<file path="src/rtl/branch_resolve_if.sv">
// branch_resolve_if: E-stage branch inputs and M-stage resolution outputs.
// master drives E inputs/flushM and observes M results; slave is the resolver.
interface branch_resolve_if #(
   parameter int GHR_W = 4,
   parameter int CNT_W = 32
);
   logic             flushM;
   logic             branchE;
   logic [2:0]       branch_opE;
   logic [31:0]      rs_valE;
   logic [31:0]      rt_valE;
   logic [31:0]      pcE;
   logic [31:0]      imm_extE;
   logic             pred_takeE;
   logic             branchM;
   logic             actual_takeM;
   logic             pred_takeM;
   logic [31:0]      pcM;
   logic             mispredictM;
   logic [31:0]      redirect_pcM;
   logic             flush_reqD;
   logic [GHR_W-1:0] ghr_realM;
   logic [CNT_W-1:0] br_cnt;
   logic [CNT_W-1:0] mis_cnt;

   modport master (
      output flushM, branchE, branch_opE, rs_valE, rt_valE,
      output pcE, imm_extE, pred_takeE,
      input  branchM, actual_takeM, pred_takeM, pcM, mispredictM,
      input  redirect_pcM, flush_reqD, ghr_realM, br_cnt, mis_cnt
   );

   modport slave (
      input  flushM, branchE, branch_opE, rs_valE, rt_valE,
      input  pcE, imm_extE, pred_takeE,
      output branchM, actual_takeM, pred_takeM, pcM, mispredictM,
      output redirect_pcM, flush_reqD, ghr_realM, br_cnt, mis_cnt
   );
endinterface

</file>
<file path="src/rtl/branch_resolve.sv">
// branch_resolve: E-stage branch evaluation, E->M register, M-stage
// mispredict/redirect and committed global history.
// Ports: clk, rst (sync, active-low), bus (branch_resolve_if.slave).
// Optional BR_STATS_EN macro adds saturating br_cnt/mis_cnt counters.
module branch_resolve #(
   parameter int GHR_W = 4,
   parameter int CNT_W = 32
) (
   input  logic clk,
   input  logic rst,
   branch_resolve_if.slave bus
);
   typedef enum logic {IDLE, RECOVER} state_t;

   state_t           state;
   state_t           state_nx;
   logic             taken_e;
   logic [31:0]      target_e;
   logic             rs_zero;
   logic             rs_neg;
   logic             load_valid;
   logic             mispredict;
   logic             hist_upd;
   logic             branch_q;
   logic             act_q;
   logic             pred_q;
   logic [31:0]      pc_q;
   logic [31:0]      target_q;
   logic [GHR_W-1:0] ghr_q;

   assign rs_zero = (bus.rs_valE == 32'd0);
   assign rs_neg  = bus.rs_valE[31];

   always_comb begin
      taken_e = 1'b0;
      unique case (bus.branch_opE)
         3'b000:  taken_e = (bus.rs_valE == bus.rt_valE);
         3'b001:  taken_e = (bus.rs_valE != bus.rt_valE);
         3'b010:  taken_e = !rs_neg;
         3'b011:  taken_e = !rs_neg && !rs_zero;
         3'b100:  taken_e = rs_neg || rs_zero;
         3'b101:  taken_e = rs_neg;
         default: taken_e = 1'b0;
      endcase
   end

   assign target_e = bus.pcE + 32'd4 + (bus.imm_extE << 2);

   // Delay-slot branch behind a mispredict, and anything during RECOVER,
   // is wrong-path and must never resolve.
   assign load_valid = bus.branchE && !mispredict && (state == IDLE);

   assign mispredict = branch_q && (act_q != pred_q) && (state == IDLE);
   assign hist_upd   = branch_q && (state == IDLE);

   always_comb begin
      state_nx = state;
      unique case (state)
         IDLE:    if (mispredict) state_nx = RECOVER;
         RECOVER: state_nx = IDLE;
         default: state_nx = IDLE;
      endcase
   end

   always_ff @(posedge clk) begin
      if (!rst) begin
         state    <= IDLE;
         branch_q <= 1'b0;
         act_q    <= 1'b0;
         pred_q   <= 1'b0;
         pc_q     <= 32'd0;
         target_q <= 32'd0;
         ghr_q    <= '0;
      end else begin
         state <= state_nx;
         if (hist_upd)
            ghr_q <= {ghr_q[GHR_W-2:0], act_q};
         if (bus.flushM) begin
            branch_q <= 1'b0;
            act_q    <= 1'b0;
            pred_q   <= 1'b0;
            pc_q     <= 32'd0;
            target_q <= 32'd0;
         end else begin
            branch_q <= load_valid;
            act_q    <= taken_e;
            pred_q   <= bus.pred_takeE;
            pc_q     <= bus.pcE;
            target_q <= target_e;
         end
      end
   end

   assign bus.branchM      = branch_q;
   assign bus.actual_takeM = act_q;
   assign bus.pred_takeM   = pred_q;
   assign bus.pcM          = pc_q;
   assign bus.mispredictM  = mispredict;
   assign bus.flush_reqD   = mispredict;
   assign bus.ghr_realM    = ghr_q;
   // Fall-through skips the delay slot.
   assign bus.redirect_pcM = act_q ? target_q : (pc_q + 32'd8);

`ifdef BR_STATS_EN
   logic [CNT_W-1:0] br_q;
   logic [CNT_W-1:0] mis_q;

   always_ff @(posedge clk) begin
      if (!rst) begin
         br_q  <= '0;
         mis_q <= '0;
      end else begin
         if (hist_upd && !(&br_q))
            br_q <= br_q + CNT_W'(1);
         if (mispredict && !(&mis_q))
            mis_q <= mis_q + CNT_W'(1);
      end
   end

   assign bus.br_cnt  = br_q;
   assign bus.mis_cnt = mis_q;
`else
   assign bus.br_cnt  = {CNT_W{1'b0}};
   assign bus.mis_cnt = {CNT_W{1'b0}};
`endif
endmodule

</file>
<file path="src/flat_wrapper.sv">
// flat-port wrapper written by rule: the top's interface ports become plain ports
module branch_resolve_flat 
#(
   parameter int GHR_W = 4,
   parameter int CNT_W = 32
)
  (clk, rst, bus_flushM, bus_branchE, bus_branch_opE, bus_rs_valE, bus_rt_valE, bus_pcE, bus_imm_extE, bus_pred_takeE, bus_branchM, bus_actual_takeM, bus_pred_takeM, bus_pcM, bus_mispredictM, bus_redirect_pcM, bus_flush_reqD, bus_ghr_realM, bus_br_cnt, bus_mis_cnt);
  branch_resolve_if #(.GHR_W(GHR_W), .CNT_W(CNT_W)) bus_i ();
  input  logic clk;
  input  logic rst;
  input wire logic [$bits(bus_i.flushM)-1:0] bus_flushM;
  input wire logic [$bits(bus_i.branchE)-1:0] bus_branchE;
  input wire logic [$bits(bus_i.branch_opE)-1:0] bus_branch_opE;
  input wire logic [$bits(bus_i.rs_valE)-1:0] bus_rs_valE;
  input wire logic [$bits(bus_i.rt_valE)-1:0] bus_rt_valE;
  input wire logic [$bits(bus_i.pcE)-1:0] bus_pcE;
  input wire logic [$bits(bus_i.imm_extE)-1:0] bus_imm_extE;
  input wire logic [$bits(bus_i.pred_takeE)-1:0] bus_pred_takeE;
  output wire logic [$bits(bus_i.branchM)-1:0] bus_branchM;
  output wire logic [$bits(bus_i.actual_takeM)-1:0] bus_actual_takeM;
  output wire logic [$bits(bus_i.pred_takeM)-1:0] bus_pred_takeM;
  output wire logic [$bits(bus_i.pcM)-1:0] bus_pcM;
  output wire logic [$bits(bus_i.mispredictM)-1:0] bus_mispredictM;
  output wire logic [$bits(bus_i.redirect_pcM)-1:0] bus_redirect_pcM;
  output wire logic [$bits(bus_i.flush_reqD)-1:0] bus_flush_reqD;
  output wire logic [$bits(bus_i.ghr_realM)-1:0] bus_ghr_realM;
  output wire logic [$bits(bus_i.br_cnt)-1:0] bus_br_cnt;
  output wire logic [$bits(bus_i.mis_cnt)-1:0] bus_mis_cnt;
  assign bus_i.flushM = bus_flushM;
  assign bus_i.branchE = bus_branchE;
  assign bus_i.branch_opE = bus_branch_opE;
  assign bus_i.rs_valE = bus_rs_valE;
  assign bus_i.rt_valE = bus_rt_valE;
  assign bus_i.pcE = bus_pcE;
  assign bus_i.imm_extE = bus_imm_extE;
  assign bus_i.pred_takeE = bus_pred_takeE;
  assign bus_branchM = bus_i.branchM;
  assign bus_actual_takeM = bus_i.actual_takeM;
  assign bus_pred_takeM = bus_i.pred_takeM;
  assign bus_pcM = bus_i.pcM;
  assign bus_mispredictM = bus_i.mispredictM;
  assign bus_redirect_pcM = bus_i.redirect_pcM;
  assign bus_flush_reqD = bus_i.flush_reqD;
  assign bus_ghr_realM = bus_i.ghr_realM;
  assign bus_br_cnt = bus_i.br_cnt;
  assign bus_mis_cnt = bus_i.mis_cnt;
  branch_resolve #(.GHR_W(GHR_W), .CNT_W(CNT_W)) u_core (.clk(clk), .rst(rst), .bus(bus_i));
endmodule
</file>
<file path="config.mk">
export PLATFORM = sky130hd
export DESIGN_NAME = branch_resolve_flat
export DESIGN_NICKNAME = d
export VERILOG_FILES = /design/src/rtl/branch_resolve_if.sv /design/src/rtl/branch_resolve.sv /design/src/flat_wrapper.sv
export SDC_FILE = /design/constraint.sdc
export NUM_CORES = 1
export LEC_CHECK = 0
export CORE_MARGIN = 2
export CORE_UTILIZATION = 38
export DETAILED_ROUTE_END_ITERATION = 7
export PLACE_DENSITY = 0.84
export SYNTH_ARGS = -nofsm -noshare
export SYNTH_HDL_FRONTEND = slang
export SYNTH_SLANG_ARGS = --single-unit
</file>
<file path="constraint.sdc">
create_clock -name clk -period 3.45 [get_ports clk]
set_input_delay 1.035 -clock clk [delete_from_list [all_inputs] [get_ports clk]]
set_output_delay 1.035 -clock clk [all_outputs]
set_load 0.05 [all_outputs]
</file>
After elaboration in Yosys (flattened, before gate mapping)
Cells that the tools add are included.
W data, S select, Z words.
Word-level totals
  memories kept: 0
  bits in writable memories: 0
  bits of input ports: 136
  logic and storage cells: 37
  bits in latches: 0
  flip-flop bits (word level): 72
  memory bits (read-only): 0
Operators by class
  equal/unequal tests: 8
  divide/modulo/power cells: 0
  $lt $le $gt $ge: 0
  muxes and demuxes: 4
  bitwise gates (word level): 2
  multipliers: 0
  $add $sub $neg: 3
  shift-type cells: 0
  reduce and logical (&&, ||, !) cells: 13
Operators with widths (count)
  $add A32 B3 Y32 const B: 1
  $add A32 B32 Y32: 1
  $add A32 B4 Y32 const B: 1
  $eq A32 B32 Y1: 1
  $logic_not A32 Y1: 1
  $mux W32: 1
  $ne A32 B32 Y1: 1
  $eq A3 B2 Y1 const B: 2
  $eq A3 B3 Y1 const B: 2
  $logic_and A1 B1 Y1: 6
  $pmux W1 S6: 1
  $eq A3 B1 Y1 const B: 1
  $logic_not A1 Y1: 3
  $logic_not A3 Y1: 1
  $not A1 Y1: 2
  $pmux W1 S2: 1
  $reduce_or A2 Y1: 1
  $logic_or A1 B1 Y1: 1
  $mux W1: 1
  $ne A1 B1 Y1: 1

Longest topological paths before layout
  depth in word-level cells: 6
  depth in mapped cells: 13
  gate-level depth less buffers: 13

Worst setup path after synthesis
Ideal clock, no wire load.
  path kind: register -> output
  start point: reg u_core.pc_q[5], in the netlist u_core.bus.pcM[5]
  end point: out bus_redirect_pcM[26]
  slack: -614 ps
  buffers on the path: 0
  arrival: 3029 ps
  required time: 2415 ps
  stages on the path, launching flop included: 8
  cells stage by stage: dfxtp_1 nand3_1 nor4_4 and4_1 nand4_2 nor2_1 xnor2_1 o21ai_0
Between the ends
  cells in the longest elaborated chain, start to end: 2
RTL lines
  start, declared: RTL line branch_resolve.sv:27  | logic [31:0] pc_q;
  start signal, assigned: RTL line branch_resolve.sv:88  | pc_q <= bus.pcE;
  $add A32 B4 Y32: RTL line branch_resolve.sv:102  | assign bus.redirect_pcM = act_q ? target_q : (pc_q + 32'd8);
  $mux W32: RTL line branch_resolve.sv:102
  end, declared: RTL line flat_wrapper.sv:24  | output wire logic [$bits(bus_i.redirect_pcM)-1:0] bus_redirect_pcM;
No other way between the ends.

Worst setup path after layout
  start point: reg u_core.pc_q[4], in the netlist u_core.bus.pcM[4]
  end point: out bus_redirect_pcM[25]
The elaborated chain is that of the path after synthesis.

==> metrics.md <==
| Metric | Value |
|---|---|
| Layout net count | `1179` |
| HP Start | `u_core.state` |
| Slowest CP cell | `or3_4` |
| Period minus WS final | `3535 ps` |
| Final setup viols | `6` |
| Ant diodes | `0` |
| Pins over their slew limit | `0` |
| Synth top cells by count | `70 x dfxtp_1, 69 x nand2_1, 68 x buf_4, 60 x xnor2_1, 58 x ha_1` |
| Via count | `6012` |
| Clock Power Share | `0.277` |
| Power Density | `338.9 nW/um^2` |
| Initial Util | `0.3900` |
| Yosys top cell area share | `0.2472` |
| WS Path Type | `reg2out` |
| Sequential fraction of the synthesis area | `0.2472` |
| Layout cells sized above 1 | `0.2467` |
| DR iter-0 viols | `427` |
| RSZ-0062 raised after global routing | `true` |
| Cts bufs inserted | `9` |
| Crit path launch type | `flip-flop` |
| Placer Congestion | `0.8949` |
| Global-route track usage on met3 | `0.03738` |
| WP data required | `2410 ps` |
| M2 GR Usage | `0.3934` |
| Worst slew pin tran | `572.2 ps` |
| Root buf cell | `clkbuf_16` |
| CP max stage delay | `440 ps` |
| Synthesized netlist cell count | `689` |
| Yosys top cell by area | `dfxtp_1` |
| Status | `complete, but fails checks` |
| Hold buffer count at CTS | `0` |
| WL final | `20320 um` |
| DRC | `0` |
| Synth cell types | `63` |
| Logic pwr share | `0.441` |
| Flop pwr share | `0.282` |
| CTS tree | `done` |
| Fraction of registers with async set/reset | `0` |
| Vias per inst | `5.125` |
| GRT Residual Overflow | `0` |
| Fin cells | `1173` |
| Post-synthesis cell area | `5668 um^2` |
| Initial antenna violation count | `0` |
| Routed wire per std cell | `17.32 um` |
| Synthesized flop and latch total | `70` |
| Pin count of the biggest net entering global routing | `43` |
| Met1 Use GR | `0.2620` |
| Most frequent CP cell | `nand4_1` |
| DR pass1 iterations | `5` |
| Die width | `126.1 um` |
| Sw Ratio | `0.3741` |
| Number of global-route vias before repair | `5855` |
| # placed instances | `1125` |
| Die Y | `126.1 um` |
| Failing checks | `setup timing` |
| Final Skew | `3.546 ps` |
| Average size of a mapped cell | `8.226 um^2` |
| CP Capture Type | `output pin` |
| Skew-Pair Late Insertion Delay | `350 ps` |
| Warnings, synthesis | `0` |
| Crit Path Max Fanout | `4` |
| Antenna Violating Nets Remaining | `0` |
| Post-synth EDFFs | `0` |
| Area grow syn2layout | `65.70%` |
| Sw Pwr | `0.001191 W` |
| Synth top area cells | `dfxtp_1 25%, ha_1 13%, xnor2_1 9.3%` |
| Overall routing resource usage | `0.2233` |
| Final hold violations | `0` |
| Count leader, synth | `dfxtp_1` |
| Fin crit share | `1.025` |
| Port bufs | `206` |
| Num ports | `273` |
| HP Class | `reg2reg` |
| Htree depth | `3` |
| Critical path origin | `u_core.bus.pcM[4]` |
| Max-cap violations | `0` |
| HPWL after DPL | `14180 um` |
| Gr busiest metal | `met2` |
| Clk sinks | `70` |
| Power Internal | `0.001992 W` |
| Core Rows | `44` |
| Lkg Pwr | `3.907 nW` |
| Core outline area | `14530 um^2` |
| Fmax | `282.9 MHz` |
| RR Startpoint | `u_core.bus.actual_takeM` |
| Clock transition at path regs | `60 ps` |
| Die ar. | `15910 um^2` |
| First-pass GRT wire length | `28610 um` |
| VDD IR-drop max | `0.2789 mV` |
| Setup TNS | `-378.1 ps` |
| Final Util | `0.6462` |
| Worst Path Arrival | `2500 ps` |
| Top_reg_cell synth | `dfxtp_1` |
| Worst relative slew slack | `0.6173` |
| Fin worst setup slack | `-85.11 ps` |
| Max Buffers Root-to-Sink | `2` |
| Worst-path cell chain | `ha_4 -> nand4_1 -> nor3_4 -> nand4_1 -> or3_4 -> nor2_4 -> xnor2_2 -> o21ai_4 -> buf_12` |
per-stage QoR:
stage / hold slack, ps / power, W / area, um^2 / setup slack, ps
6_report: 430.7 / 0.003183 / 9392 / -85.11
5_1_grt: 455.6 / 0.003314 / 9392 / -157.7
4_1_cts: 434.7 / 0.003032 / 8910 / -117.3
3_5_place_dp: 426.7 / 0.002127 / 8324 / -583.7
3_3_place_gp: 409.5 / 0.002106 / 8324 / -514.9
2_1_floorplan: 398.4 / 0.001693 / 5964 / -237.6
area by class of cell:
cell class,count,area [um^2]
clock buffer,10,239.0
clock inverter,6,37.54
fill,1093,5142
inverter,15,56.30
multi-input combinational,577,4414
sequential,70,1425
tap,184,230.2
timing repair buffer,311,2989
what timing repair did:
item / 4_1_cts / 5_1_grt
endpoints found under the setup margin: 17 / 24
setup buffers: 25 / 8
gates resized for setup: 40 / 73
pin swaps: 19 / 26
power groups by stage:
stage,Clock [W],Combinational (W),Sequential (W)
after CTS,0.000880,0.00126,0.000893
after detailed placement,0,0.00122,0.000910
after global placement,0,0.00120,0.000908
final,0.000882,0.00140,0.000898
after global routing,0.000922,0.00149,0.000902
after floorplan,0,0.000740,0.000954
flip-flops by register name (all words and copies together), names as in the netlist:
name and flops:
u_core.target_q 32, u_core.bus.pcM 30, u_core.bus.ghr_realM 4, u_core.bus.actual_takeM 1, u_core.bus.branchM 1, u_core.bus.pred_takeM 1
u_core.state 1
layout by cell type, fill, tap and decap left out, types with 4 or more instances in the layout:
master           count
nor2b_1              6
and2_1              35
o21ai_4              5
inv_1               11
and3_1               7
nor3_1              11
nor2_1              33
nand4_1             24
dlymetal6s2s_1       8
xnor2_1             56
o21ai_1             14
nand3_1             13
inv_2                4
buf_12              15
o21ai_0             21
mux2i_1              8
nand2b_1             8
dfxtp_1             57
o21ai_2              7
a21oi_1             29
dfxtp_2             10
nor4_1              10
clkdlybuf4s50_1    170
nand2_1             69
buf_4              112
clkbuf_16            9
xnor2_2              4
o21bai_1             4
o21a_1               5
xor2_1              17
conb_1              64
a21o_1              11
ha_4                24
ha_1                32
nor2_4               5
routing by layer:
metal / wire length [um] / share of wire / vias up
met5: 0 / 0 / -
met4: 980 / 0.048 / 0
met3: 1252 / 0.062 / 85
met2: 10260 / 0.51 / 303
met1: 7824 / 0.39 / 2772
li1: - / - / 2852
kinds of logic after synthesis:
logic type,synth area share
AND/OR/NAND/NOR,0.2243
AO/OA/AOI/OAI,0.1404
buffers and inverters,0.1188
XOR/XNOR,0.1190
flip-flops,0.2472
adder cells (fa/ha/maj),0.1316
multiplexers,0.01810
other,0.0006616
path summary, 6_finish.rpt:
path | end | slack (ps) | cells after the start
setup / recovery | bus_redirect_pcM[25] | -90 | 9
hold / removal | u_core.bus.branchM | 430 | 1
setup reg to reg | u_core.bus.ghr_realM[0] | 1970 | 3
hold reg to reg | u_core.bus.branchM | 430 | 1
critical path, delay by kind of cell (launching register included):
kind | cells | cell delay (ps)
AOI/OAI and AO/OA | 1 | 150
xor gates and xnor gates | 1 | 90
adders and majority gates | 1 | 140
buffers and inverters | 1 | 150
DFF | 1 | 370
and+or+nand+nor | 5 | 1250
(Power assumes the default switching activity.)
